`src/rtl/zc_pkg.sv`:
```
// Shared types and helpers for the sequenced zero-count engine.
// Holds the FSM state type, default geometry, the count-width helper and
// the mod-3 residue adder used to derive the Y flag without a divider.
package zc_pkg;

    localparam int unsigned ZC_DEFAULT_W    = 16;
    localparam int unsigned ZC_DEFAULT_STEP = 4;

    typedef enum logic [1:0] {
        StIdle = 2'd0,
        StRun  = 2'd1,
        StDone = 2'd2
    } zc_state_e;

    // Bits needed to hold a count from 0 to w inclusive.
    function automatic int unsigned cnt_width(input int unsigned w);
        return $clog2(w + 1);
    endfunction

    // (res + val) mod 3. val is a per-slice zero count, so STEP must stay
    // at or below 15. It is first folded into 0..2 by a short fixed chain
    // of conditional subtracts, then combined with the residue by a table.
    function automatic logic [1:0] mod3_add(input logic [1:0] res, input logic [3:0] val);
        logic [3:0] v;
        logic [1:0] sum;
        v = val;
        for (int i = 0; i < 5; i++) begin
            if (v >= 4'd3) begin
                v = v - 4'd3;
            end
        end
        case ({res, v[1:0]})
            4'b00_00: sum = 2'd0;
            4'b00_01: sum = 2'd1;
            4'b00_10: sum = 2'd2;
            4'b01_00: sum = 2'd1;
            4'b01_01: sum = 2'd2;
            4'b01_10: sum = 2'd0;
            4'b10_00: sum = 2'd2;
            4'b10_01: sum = 2'd0;
            4'b10_10: sum = 2'd1;
            default:  sum = 2'd0;
        endcase
        return sum;
    endfunction

endpackage

```
`src/rtl/zc_slice.sv`:
```
// Combinational zero counter for one STEP-bit slice of the word.
module zc_slice #(
    parameter int unsigned STEP = 4,
    localparam int unsigned SW  = $clog2(STEP + 1)
) (
    input  logic [STEP-1:0] bits,
    output logic [SW-1:0]   zeros
);

    // Sum of inverted bits is the number of zeros in the slice.
    always_comb begin
        zeros = '0;
        for (int i = 0; i < STEP; i++) begin
            zeros = zeros + SW'(~bits[i]);
        end
    end

endmodule

```
`src/rtl/zero_count_seq.sv`:
```
// Sequenced zero-count engine: accepts one W-bit word on a valid/ready
// handshake, counts its zeros STEP bits per clock and returns the count
// plus even (X) and multiple-of-3 (Y) flags on a valid/ready handshake.
// Optional build macro: ZC_EARLY_EXIT_EN finishes as soon as every
// still-unexamined bit is 1; results are identical either way.
module zero_count_seq
    import zc_pkg::*;
#(
    parameter int unsigned W     = ZC_DEFAULT_W,
    parameter int unsigned STEP  = ZC_DEFAULT_STEP,
    localparam int unsigned CNT_W = cnt_width(W)
) (
    input  logic             clk,
    input  logic             rst,
    input  logic             in_valid,
    output logic             in_ready,
    input  logic [W-1:0]     in_data,
    output logic             out_valid,
    input  logic             out_ready,
    output logic [CNT_W-1:0] out_count,
    output logic             out_x,
    output logic             out_y,
    output logic             busy
);

    localparam int unsigned NS    = W / STEP;
    localparam int unsigned IDX_W = (NS > 1) ? $clog2(NS) : 1;
    localparam int unsigned SW    = $clog2(STEP + 1);

    zc_state_e        state_q, state_d;
    logic [W-1:0]     shreg_q;
    logic [W-1:0]     shreg_shift;
    logic [IDX_W-1:0] idx_q;
    logic [CNT_W-1:0] acc_cnt_q;
    logic [1:0]       acc_res_q;
    logic [CNT_W-1:0] cnt_sum;
    logic [1:0]       res_sum;
    logic [SW-1:0]    slice_zeros;
    logic             slice_last;
    logic             accept;
    logic             run_active;

    logic [CNT_W-1:0] count_q;
    logic             x_q;
    logic             y_q;

    zc_slice #(
        .STEP (STEP)
    ) u_slice (
        .bits  (shreg_q[STEP-1:0]),
        .zeros (slice_zeros)
    );

    assign accept     = in_valid && in_ready;
    assign run_active = (state_q == StRun);

    // Ones are shifted in from the top so already-examined positions never
    // look like zeros to the early-exit check.
    assign shreg_shift = (shreg_q >> STEP) | ~({W{1'b1}} >> STEP);

    assign cnt_sum = acc_cnt_q + CNT_W'(slice_zeros);
    assign res_sum = mod3_add(acc_res_q, 4'(slice_zeros));

`ifdef ZC_EARLY_EXIT_EN
    assign slice_last = (idx_q == IDX_W'(NS - 1)) || (&shreg_shift);
`else
    assign slice_last = (idx_q == IDX_W'(NS - 1));
`endif

    // State register.
    always_ff @(posedge clk or posedge rst) begin
        if (rst) begin
            state_q <= StIdle;
        end else begin
            state_q <= state_d;
        end
    end

    // Next-state logic: accept in IDLE, walk the slices in RUN, wait for the
    // consumer in DONE.
    always_comb begin
        state_d = state_q;
        unique case (state_q)
            StIdle: if (in_valid)   state_d = StRun;
            StRun:  if (slice_last) state_d = StDone;
            StDone: if (out_ready)  state_d = StIdle;
            default:                state_d = StIdle;
        endcase
    end

    // Handshake and status outputs decoded from the current state.
    always_comb begin
        in_ready  = 1'b0;
        out_valid = 1'b0;
        busy      = 1'b0;
        unique case (state_q)
            StIdle: in_ready = 1'b1;
            StRun:  busy     = 1'b1;
            StDone: begin
                out_valid = 1'b1;
                busy      = 1'b1;
            end
            default: in_ready = 1'b1;
        endcase
    end

    // Working datapath: latch on accept, then consume one slice per clock.
    always_ff @(posedge clk or posedge rst) begin
        if (rst) begin
            shreg_q   <= '0;
            idx_q     <= '0;
            acc_cnt_q <= '0;
            acc_res_q <= '0;
        end else if (accept) begin
            shreg_q   <= in_data;
            idx_q     <= '0;
            acc_cnt_q <= '0;
            acc_res_q <= '0;
        end else if (run_active) begin
            shreg_q   <= shreg_shift;
            idx_q     <= idx_q + IDX_W'(1);
            acc_cnt_q <= cnt_sum;
            acc_res_q <= res_sum;
        end
    end

    // Result registers: loaded on the final slice, held through DONE and
    // IDLE so the last result stays visible until the next one replaces it.
    always_ff @(posedge clk or posedge rst) begin
        if (rst) begin
            count_q <= '0;
            x_q     <= 1'b0;
            y_q     <= 1'b0;
        end else if (run_active && slice_last) begin
            count_q <= cnt_sum;
            x_q     <= ~cnt_sum[0];
            y_q     <= (res_sum == 2'd0);
        end
    end

    assign out_count = count_q;
    assign out_x     = x_q;
    assign out_y     = y_q;

endmodule

```
`config.mk`:
```
export PLATFORM = sky130hd
export DESIGN_NAME = zero_count_seq
export DESIGN_NICKNAME = d
export VERILOG_FILES = /design/src/rtl/zc_pkg.sv /design/src/rtl/zc_slice.sv /design/src/rtl/zero_count_seq.sv
export SDC_FILE = /design/constraint.sdc
export NUM_CORES = 1
export LEC_CHECK = 0
export ABC_AREA = 1
export BUFFER_PORTS_ARGS = -buffer_cell sky130_fd_sc_hd__buf_2
export CORE_ASPECT_RATIO = 0.6
export CORE_UTILIZATION = 57
export CTS_CLUSTER_SIZE = 10
export DETAILED_ROUTE_END_ITERATION = 7
export GPL_TIMING_DRIVEN = 0
export PLACE_DENSITY = 0.85
export RECOVER_POWER = 25
export SYNTH_ARGS = -nofsm -noshare
export SYNTH_HDL_FRONTEND = slang
export SYNTH_SLANG_ARGS = --single-unit
export TNS_END_PERCENT = 20
```
`constraint.sdc`:
```
create_clock -name clk -period 5.3 [get_ports clk]
set_input_delay 0.795 -clock clk [delete_from_list [all_inputs] [get_ports clk]]
set_output_delay 0.795 -clock clk [all_outputs]
set_load 0.05 [all_outputs]
```
# == Yosys cells after proc, flatten, opt, wreduce, memory -nomap -nowiden ==
# Memory sizes are Yosys's and may differ from the RTL's.
# Cells that the tools add are included.
# op_classes
bitwise,5
muxes,20
order_cmp,5
eq_ne,6
n_addsub,10
reduce_logical,7
# ops
op,count
$mux W16,2
$ge A4 B2 Y1 const B,4
$mux W2,8
$mux W4,4
$not A1 Y3,4
$sub A4 B2 Y4 const B,3
$mux W5,2
$add A3 B3 Y3,3
$ne A2 B2 Y1 const B,3
$pmux W2 S3,1
$add A5 B3 Y5,1
$eq A2 B2 Y1 const B,2
$logic_not A2 Y1,2
$sub A3 B2 Y4 const B,1
$ge A3 B2 Y1 const B,1
$mux W1,3
$reduce_and A3 Y1,1
$add A2 B1 Y2 const B,1
$eq A2 B1 Y1 const B,1
$logic_and A1 B1 Y1,2
$reduce_bool A2 Y1,1
$reduce_or A2 Y1,1
$sub A2 B2 Y2 const B,1
$not A1 Y1,1
# totals
input_bits,20
output_inout_bits,10
reg_bits,34
n_memories,1
romBits,32
# memory_table
memory,depth,word_bits,rd,rd_clocked_by_memory_dff,write_ports,line_no,source
(name not given),16,2,1,0,0,zc_pkg.sv:32,"case ({res, v[1:0]})"

# == Logic depth before layout (Yosys ltp) ==
# An unclocked memory read counts as a cell.
# depth
ltp_word,17
ltp_mapped,35

# == Modules after synthesis ==
# Synthesis repeated with hierarchy kept, for this count alone.
# unflattened
cells_unflattened,283
hier_area_um2,2215.9
# by_module_without_submodules
mod,cells_per_inst,n_inst,area_per_inst_um2
zero_count_seq,277,1,2159.6
zc_slice,6,1,56.3

# == Worst setup path after synthesis ==
# OpenSTA, ideal clock, no wires.
# synth_timing
path_kind,register -> register
from,register shreg_q[1]
to,"register y_q, in the netlist out_y"
setup_slack_ps,602
period_less_slack_ps,4698
setup_time_ps,118
path_stages_with_launch,34
n_path_buf,0
arrival_time_ps,4580
t_required_ps,5182
cell_sequence,dfrtp_1 -> inv_1 -> fa_1 -> ha_1 -> inv_1 -> fa_1 -> inv_2 -> nand2_2 -> nand2_1 -> nand3_1 -> nand2_1 -> ha_1 -> inv_1 -> nand2_2 -> inv_1 -> or2_1 -> nand2_1 -> inv_1 -> ha_1 -> inv_1 -> nand2_1 -> inv_1 -> nand2_4 -> nand2_1 -> nand2_2 -> ha_1 -> a31oi_1 -> nand4_1 -> nand2_2 -> nand3_2 -> nand3_1 -> nand2_1 -> nand3_1 -> nand2_1
# synth_via
elab_chain_cells,16
elab_cells_between_ends,21
classes_between,8 x add/sub; 5 x order compare; 5 x mux; 1 x bitwise; 1 x reduce/logical; 1 x memory
# synth_lines
item,line_no,source
start: declaration,zero_count_seq.sv:31,logic [W-1:0] shreg_q;
start signal: assignment,zero_count_seq.sv:115,shreg_q <= in_data;
start signal: assignment,zero_count_seq.sv:120,shreg_q <= shreg_shift;
$not A1 Y3 (*),zc_slice.sv:14,zeros = zeros + SW'(~bits[i]);
$add A3 B3 Y3 (*) (3 in a row),zc_slice.sv:14,
$sub A3 B2 Y4 / $ge A3 B2 Y1 (equally long branches),"zc_pkg.sv:29, zc_pkg.sv:28",
$mux W4 (*),zc_pkg.sv:28,if (v >= 4'd3) begin
$sub A4 B2 Y4 / $ge A4 B2 Y1 (equally long branches),"zc_pkg.sv:29, zc_pkg.sv:28",
$mux W4 (*),zc_pkg.sv:28,
$sub A4 B2 Y4 / $ge A4 B2 Y1 (equally long branches),"zc_pkg.sv:29, zc_pkg.sv:28",
$mux W4 (*),zc_pkg.sv:28,
$sub A4 B2 Y4 / $ge A4 B2 Y1 (equally long branches),"zc_pkg.sv:29, zc_pkg.sv:28",
$mux W4 (*),zc_pkg.sv:28,
$ge A4 B2 Y1 / $sub A2 B2 Y2 (equally long branches),"zc_pkg.sv:28, zc_pkg.sv:29",
$mux W2 (*),zc_pkg.sv:28,
$mem_v2 Z16 W2 (*),--,
$logic_not A2 Y1 (*),zero_count_seq.sv:137,y_q <= (res_sum == 2'd0);
end signal: assignment,zero_count_seq.sv:137,
end: declaration,zero_count_seq.sv:45,logic y_q;
# Mark *: on every way between the ends. The rest lies on a longest branch, timed or not.
# A chain may end at the register's enable or synchronous reset.

# == Worst setup path after layout ==
# layout_timing
from,register shreg_q[0]
to,"register y_q, in the netlist out_y"
# Same word-level chain as after synthesis.

==> metrics.yaml <==
slew_viol_final: 0
synth_adder_area_share_pct: 11.1
r2r_slack_ps: 410
n_antenna_cell: 0
h-tree-depth: 2
syn_nets: 300
worstPathArrival_ps: 5080
routed_via_density: 5.42
numCtsBuffers: 5
wire_per_inst_um: 12.7
drive_above_1_share_pct: 21.7
dieArea_um2: 3990
place_congestion: 0.757
die_h_um: 49.3
max_cap_viol_count: 0
synth_area_um2: 2130
route.antenna.remaining_nets: 0
num-nets-final: 337
post_synth_xor_area_fraction_pct: 0.824
post-route-cell-area_um2: 2450
slowest_stage: "fa_1"
min_period_ps: 4890
finalCoreUtilization_pct: 72.0
cp.required_ps: 5490
synth_top_cell_by_area: "dfrtp_1"
critPathTopFamily: "adder cells"
ios: 30
postSynthAreaPerCell_um2: 8.09
cts_tree: "done"
syn_inst: 263
grtUsageTotal_pct: 25.9
hold_viol: 0
synth_top_family_by_area: "simple AND/OR/NAND/NOR gates"
dp_hpwl_mm: 3.34
hold_buffers: 0
critical_path_class: "reg -> reg"
synthToLayoutAreaGrowth_pct: 15.2
postLayoutSetupSlackWorst_ps: 411
skew_ps: 4.62
grt_pass1_vias: 1765
yosysWarnings: 0
grt_pass1_wl_mm: 7.77
path_max_fanout: 5
start_util_pct: 62.5
outcome: "finished, final reports clean"
synth_top_area_share_pct: 40.0
worst-path-buf-inv: 8
start_kind: "flop"
clk_pin_slew_ps: 70
clk_latency_ps: 290
root_buffer: "clkbuf_8"
hold_path.class: "in -> async"
setup_viol: 0
clock.fmax_ghz: 0.205
drc_errors: 0
vias: 1869
dp_slack_ps: 30.9
clk_path_buf_depth: 2
netlist_top_cells_area: "dfrtp_1, nand2_1, inv_1"
yosysSeqAreaShare_pct: 40.0
synth_compound_area_share_pct: 11.5
slew-limit-headroom_pct: 14.3
crit_cells: 33
synth_cell_type_count: 27
antenna_found_initial: 0
ys_seq_elements: 34
cts_sinks: 34
grt_start_max_net_pins: 35
r2r_cells: 33
grt-ovfl-total: 0
drtIter0Drc: 106
worst_pin_slew_ps: 1290
routed_wl_mm: 4.39
post-route-period-util_pct: 92.2
synthSimpleGateAreaFrac_pct: 26.9
cpPeakStageDelay_ps: 520
synth.mux.area_fraction_pct: 0
rsz0062_at_grt: "no"
first_pass_iters: 4
fin_setup_tns_ps: 0
core_area_um2: 3400
cp-end-kind: "flop"
die_w_um: 80.9
place.port_buffers: 29
rows: 16
dpl_cell_area_um2: 2330
-- final timing paths --
path / start / end
setup / recovery: shreg_q[0]$_DFFE_PP0P_ / out_y$_DFFE_PP0P_
hold / removal: rst / acc_res_q[1]$_DFFE_PP0P_
setup reg to reg: shreg_q[0]$_DFFE_PP0P_ / out_y$_DFFE_PP0P_
hold reg to reg: out_count[4]$_DFFE_PP0P_ / out_count[4]$_DFFE_PP0P_
max in group asynchronous: rst / shreg_q[0]$_DFFE_PP0P_
min in group clk: out_count[4]$_DFFE_PP0P_ / out_count[4]$_DFFE_PP0P_
-- layout by cell type, fill, tap and decap left out, types with 5 or more instances in the layout --
| master | count |
|---|---|
| a21oi_1 | 7 |
| buf_2 | 29 |
| clkbuf_1 | 8 |
| clkbuf_8 | 5 |
| dfrtp_1 | 34 |
| ha_1 | 12 |
| inv_1 | 45 |
| nand2_1 | 62 |
| nand2_2 | 15 |
| nand3_1 | 19 |
| nor2_1 | 9 |
| o21ai_0 | 9 |
| o221ai_1 | 10 |
-- flip-flops by register name, summed over array words and instances (netlist names) --
register	count
idx_q	2
acc_cnt_q	5
out_count	5
state_q	2
out_x	1
out_y	1
shreg_q	16
acc_res_q	2
-- repair_timing --
action / in CTS / in global routing
gates resized for setup: 0 / 8
setup buffers: 0 / 0
setup endpoints to repair: 0 / 3
-- layout make-up --
cell class,count,area (um2)
multi-input cells,174,1110
fillers,252,952
flip-flops and latches,34,851
inverters,50,188
repair buffers,30,149
clock buffers,7,76.3
well taps,45,56.3
plain buffers,5,18.8
-- Yosys cell counts --
cell	count
nand3_4	1
nand3_2	4
o21ai_0	9
nor2_1	9
or2_1	1
dfrtp_1	34
a31oi_1	1
clkinv_1	1
nand4_1	4
nand2_1	62
a22o_1	2
a21oi_1	7
nand2_2	15
or2_2	1
fa_1	3
ha_1	14
nand3_1	19
inv_2	2
nand2_4	2
xor2_1	2
o22ai_1	3
clkbuf_1	5
inv_1	47
o211ai_1	2
o21ai_2	1
o221ai_1	10
o21ai_1	2
-- stage by stage --
stage / cells / hold slack (ps)
after global routing: 345 / 420
after floorplan: 263 / 452
after global placement: 337 / 457
after detailed placement: 337 / 475
final: 345 / 405
after CTS: 344 / 492
-- routing by layer --
metal,global-route usage [%],part of all wire (%)
met5,0,0
met4,9.82,1.3
met3,6.92,6.6
met2,37.7,43
met1,36.7,49
-- cell families (layout without fill, tap and decap cells) --
group                      count (synthesis)  in the layout
and+or+nand+nor                          118            118
buffers and inverters                     55             92
DFF                                       34             34
AOI/OAI and AO/OA                         37             37
xor gates and xnor gates                   2              2
adders and majority gates                 17             17
Power is left out: the tool's default activity adds up to more than one toggle a clock period on the data nets, which glitch-free logic cannot reach.
